--- config.mk ---
export PLATFORM = sky130hd
export DESIGN_NAME = line_refill_ctrl
export DESIGN_NICKNAME = d
export VERILOG_FILES = /design/src/rtl/line_refill_ctrl.sv
export SDC_FILE = /design/constraint.sdc
export NUM_CORES = 1
export LEC_CHECK = 0
export CAP_MARGIN = 20
export CORE_ASPECT_RATIO = 0.5
export CORE_MARGIN = 3
export CORE_UTILIZATION = 33
export CTS_CLUSTER_DIAMETER = 150
export DETAILED_ROUTE_END_ITERATION = 10
export HOLD_SLACK_MARGIN = 0.1
export PLACE_DENSITY = 0.84
export SYNTH_ARGS = -nofsm -noshare
export SYNTH_HDL_FRONTEND = slang
export SYNTH_SLANG_ARGS = --single-unit
export TNS_END_PERCENT = 30
--- constraint.sdc ---
create_clock -name clk -period 2.1 [get_ports clk]
set_input_delay 0.21 -clock clk [delete_from_list [all_inputs] [get_ports clk]]
set_output_delay 0.21 -clock clk [all_outputs]
set_load 0.03 [all_outputs]
--- src/rtl/line_refill_ctrl.sv ---
// ----------------------------------------------------------------------------
// line_refill_ctrl
//
// Cache line refill controller. It accepts a miss request, issues one memory
// burst read for the four-word line, and writes each returned beat into the
// word-banked data array. It pulses refill_done for one cycle after the fourth
// beat is written.
//
// Optional feature macro: LINE_REFILL_CRITICAL_WORD_FIRST_EN
//   defined   : the burst starts at the requested word and wraps. The
//               requested word is forwarded on fwd_valid/fwd_data in the same
//               cycle it is written.
//   undefined : the burst starts at word 0 of the line, and the forward
//               outputs are tied to 0.
//
// Ports
//   clk, rst         clock, synchronous active-high reset
//   miss_valid/ready refill request handshake (ready only while idle)
//   miss_addr        missing byte address: [3:2] word offset, [9:4] set index
//   mem_req/mem_ack  memory read request, held until it is acknowledged
//   mem_addr         burst start address
//   mem_rvalid/rdata read beats returned by memory
//   sel_dataunit_in  one-hot word-bank write select
//   web_data         byte write enables, active-low
//   cs_data          data array chip select
//   addr_index       set index for the data array
//   dataunit_in      write data for the data array
//   fwd_valid/data   requested word forwarded to the core
//   refill_done      one-cycle pulse after the line has been fully written
// ----------------------------------------------------------------------------
module line_refill_ctrl #(
  parameter int DATAWIDTH  = 32,
  parameter int INDEXWIDTH = 6,
  parameter int ADDRWIDTH  = 32
) (
  input  logic                  clk,
  input  logic                  rst,
  input  logic                  miss_valid,
  output logic                  miss_ready,
  input  logic [ADDRWIDTH-1:0]  miss_addr,
  output logic                  mem_req,
  output logic [ADDRWIDTH-1:0]  mem_addr,
  input  logic                  mem_ack,
  input  logic                  mem_rvalid,
  input  logic [DATAWIDTH-1:0]  mem_rdata,
  output logic [3:0]            sel_dataunit_in,
  output logic [3:0]            web_data,
  output logic                  cs_data,
  output logic [INDEXWIDTH-1:0] addr_index,
  output logic [DATAWIDTH-1:0]  dataunit_in,
  output logic                  fwd_valid,
  output logic [DATAWIDTH-1:0]  fwd_data,
  output logic                  refill_done
);

  typedef enum logic [1:0] {
    IDLE,
    REQ,
    FILL,
    DONE
  } state_t;

  state_t               state;
  state_t               state_d;
  logic [1:0]           beat_cnt;
  logic [1:0]           beat_cnt_d;
  logic [ADDRWIDTH-1:0] addr_q;
  logic [ADDRWIDTH-1:0] addr_d;
  logic [1:0]           start_word;
  logic [1:0]           cur_word;
  logic                 wr_en;
  logic                 unused_addr_bits;

  // State, beat counter and latched miss address.
  always_ff @(posedge clk) begin
    if (rst) begin
      state    <= IDLE;
      beat_cnt <= '0;
      addr_q   <= '0;
    end else begin
      state    <= state_d;
      beat_cnt <= beat_cnt_d;
      addr_q   <= addr_d;
    end
  end

  // Next-state logic. A write cycle is any FILL cycle that has a valid beat.
  // Gaps in mem_rvalid leave both the counter and the state unchanged.
  always_comb begin
    state_d    = state;
    beat_cnt_d = beat_cnt;
    addr_d     = addr_q;
    wr_en      = 1'b0;
    unique case (state)
      IDLE: begin
        if (miss_valid) begin
          addr_d  = miss_addr;
          state_d = REQ;
        end
      end
      REQ: begin
        if (mem_ack) begin
          beat_cnt_d = '0;
          state_d    = FILL;
        end
      end
      FILL: begin
        if (mem_rvalid) begin
          wr_en      = 1'b1;
          beat_cnt_d = beat_cnt + 2'd1;
          if (beat_cnt == 2'd3) begin
            state_d = DONE;
          end
        end
      end
      DONE: begin
        state_d = IDLE;
      end
      default: begin
        state_d = IDLE;
      end
    endcase
  end

  // Handshake and data-array outputs. All write-side outputs sit at their
  // inactive values except in a write cycle.
  always_comb begin
    miss_ready      = (state == IDLE);
    mem_req         = (state == REQ);
    refill_done     = (state == DONE);
    cur_word        = start_word + beat_cnt;
    addr_index      = addr_q[4 +: INDEXWIDTH];
    sel_dataunit_in = '0;
    web_data        = '1;
    cs_data         = 1'b0;
    dataunit_in     = '0;
    if (wr_en) begin
      sel_dataunit_in = 4'b0001 << cur_word;
      web_data        = '0;
      cs_data         = 1'b1;
      dataunit_in     = mem_rdata;
    end
  end

`ifdef LINE_REFILL_CRITICAL_WORD_FIRST_EN
  // Wrapping burst: memory returns the requested word first. Within one line
  // the word-offset match therefore occurs only on the first beat.
  always_comb begin
    start_word       = addr_q[3:2];
    mem_addr         = {addr_q[ADDRWIDTH-1:2], 2'b00};
    fwd_valid        = wr_en && (cur_word == addr_q[3:2]);
    fwd_data         = fwd_valid ? mem_rdata : '0;
    unused_addr_bits = ^addr_q[1:0];
  end
`else
  // Line-aligned burst starting at word 0. Nothing is forwarded.
  always_comb begin
    start_word       = 2'd0;
    mem_addr         = {addr_q[ADDRWIDTH-1:4], 4'b0000};
    fwd_valid        = 1'b0;
    fwd_data         = '0;
    unused_addr_bits = ^addr_q[3:0];
  end
`endif

endmodule
==> out/qor.yml <==
status:
  outcome: "completed"
clocking:
  cts.sinks: 32
  cts_tree: "done"
  clockBufferDepth: 2
  htree_levels: 2
  clock-root-buffer: "clkbuf_16"
  cts_hold_buf: 0
  cts_setup_buffers: 0
  insertion_delay_ns: 0.27
  cts_resized: 1
  path_clk_slew_ns: 0.05
  numCtsBuffers: 5
placed_design:
  io_buffers: 142
  place.gp.congestion: 0.7315
  place_ws_ns: 0.2245
  post-dp-hpwl_um: 4287
synth:
  synth.avg_cell_area_um2: 7.771
  synth.most_common_cell: "nand2_1"
  synth_edf_count: 0
  synth-main-ff-cell: "dfxtp_1"
  synth-seq-cells: 32
  synth-async-reset-ratio: 0
  synthCells: 256
  yosysWarningCount: 0
  seq_area_frac_synth: 0.3220
  synth.distinct_cells: 25
  yosys.area.top_type_share: 0.3220
  yosys-top-cells-count: "nand2_1, buf_4, and3_1"
  ys_top_cells_by_area: "dfxtp_1, buf_4, and3_1"
  syn_area_mm2: 0.001989
  yosys.area.top_type: "dfxtp_1"
worst_setup_path:
  worstPathArrival_ns: 1.72
  critPathCaptureType: "primary output"
  reg2reg_from: "state[1]"
  required_ns: 1.89
  reg2reg_slack_ns: 0.51
  crit_type: "register to primary output"
  worst-path-max-fanout: 22
  reg2reg_depth: 5
  reg2reg_to: "state[0]"
  startpoint_type: "register"
routing:
  wire_per_inst_um: 11.70
  num_vias: 1952
  wirelength_um: 5371
  ant_nets: 0
  initialDrtViolationCount: 71
  drc_errors: 0
  drt-pass1-iter-count: 4
  viasPerCell: 4.253
final_layout:
  fill_cells: 519
  nets: 464
  antenna_cells: 0
  area_growth_pct: 67.04
  drive_above_1_share: 0.1554
floorplanning:
  dieArea_mm2: 0.007053
  std_cell_rows: 19
  die_y_um: 60.90
  ios: 184
  die_w_um: 115.8
  initial_core_util: 0.3516
  core-area_mm2: 0.005658
hold_path:
  holdPathStages: 2
  hp-start: "addr_q[14]"
  min_path_type: "register to register"
  holdPathEnd: "addr_q[14]"
grt:
  antenna_found_initial: 0
  grt_pass1_wl_um: 7879
  grt_use_total: 0.1385
  grt_max_degree: 29
  grt-ovfl-total: 0
  first_global_vias: 1721
pwr:
  leakagePower_nw: 1.568
  irDropWorstVdd_v: 0.0005147
  power_density_mw_per_mm2: 1005
sta:
  period_share: 0.9207
  setup_slack_ns: 0.1664
  worstMarginPinSlew_ns: 0.5326
  hold_viol: 0
  fmax_ghz: 0.5172
  report.final.slew_viol_count: 0
  rsz0062_at_grt: "false"
  relSlewSlack: 0.6437
  setup_viol: 0
  fin_crit_ns: 1.934
  setup_tns_ns: 0
  clock_skew_ns: 0.001260
flow_run:
  drv_cap: 0
[sequential cells by signal, indices dropped and copies added, names as in the netlist]
| signal | flops |
|---|---|
| addr_q | 28 |
| beat_cnt | 2 |
| state | 2 |
[cell families after synthesis]
| group | count (synthesis) | synth area share |
|---|---|---|
| other cells | 1 | 0.001885 |
| fa+ha+maj | 10 | 0.06289 |
| simple gates | 107 | 0.2704 |
| buf+inv | 69 | 0.2264 |
| compound gates | 34 | 0.1013 |
| mux | 3 | 0.01509 |
| flops | 32 | 0.3220 |
[worst max-delay path by stage]
stage                  start         endpoint
floorplan           state[0]      web_data[1]
global placement    state[0]  dataunit_in[10]
detailed placement  state[0]   dataunit_in[6]
CTS                 state[0]   dataunit_in[6]
global route        state[0]  dataunit_in[29]
finish              state[0]  dataunit_in[11]
[per-stage QoR]
| step | total power, mW | cell area, um2 | util | cells | hold WS, ns |
|---|---|---|---|---|---|
| floorplan | 2.103 | 2125 | - | 292 | 0.3460 |
| global placement | 2.642 | 3172 | 0.5606 | 451 | 0.4411 |
| detailed placement | 2.666 | 3172 | 0.5606 | 451 | 0.4478 |
| CTS | 3.387 | 3323 | 0.5874 | 459 | 0.4543 |
| global route | 3.548 | 3323 | 0.5874 | 459 | 0.4703 |
| finish | 3.341 | 3323 | 0.5874 | 459 | 0.4502 |
[layer usage]
| metal | vias to the layer above | wire (um) | share of wire | track usage |
|---|---|---|---|---|
| met5 | - | 0 | 0 | 0 |
| met4 | 0 | 19 | 0.0035 | 0.02479 |
| met3 | 2 | 499 | 0.093 | 0.04382 |
| met2 | 70 | 2938 | 0.55 | 0.2886 |
| met1 | 879 | 1914 | 0.36 | 0.1390 |
| li1 | 1001 | - | - | - |
[cell usage in the layout, fill, tap and decap left out, drive strengths merged]
| master | n |
|---|---|
| nand2b | 5 |
| dfxtp | 32 |
| ha | 10 |
| nor2b | 3 |
| conb | 37 |
| and2 | 2 |
| a21oi | 28 |
| clkdlybuf4s50 | 101 |
| mux2i | 3 |
| buf | 48 |
| inv | 6 |
| a2111oi | 1 |
| o21a | 1 |
| or2b | 1 |
| nand3b | 2 |
| nand2 | 58 |
| a2bb2oi | 1 |
| clkinv | 2 |
| clkbuf | 6 |
| o21bai | 1 |
| and3 | 36 |
| o21ai | 2 |
[final cells by class]
cell class | instances | area, um2 | area share
clock buffer | 6 | 138.9 | 0.04179
inverter | 6 | 22.52 | 0.006777
sequential | 32 | 640.6 | 0.1928
tap | 73 | 91.34 | 0.02748
clock inverter | 2 | 10.01 | 0.003012
multi-input combinational | 191 | 1036 | 0.3117
timing repair buffer | 149 | 1384 | 0.4164
[report_power, final]
group          switching, mW  internal [mW]
Sequential            0.0799          0.731
Clock                  0.237          0.466
Combinational           1.09          0.733
Total                   1.41           1.93
[critical path, cell delays in order (launching register included)]
cell and delay [ns]:
dfxtp_1 0.33, inv_1 0.14, ha_2 0.42, buf_4 0.24
and3_1 0.17, buf_4 0.15
No activity file was read; power rests on OpenSTA's default activity.
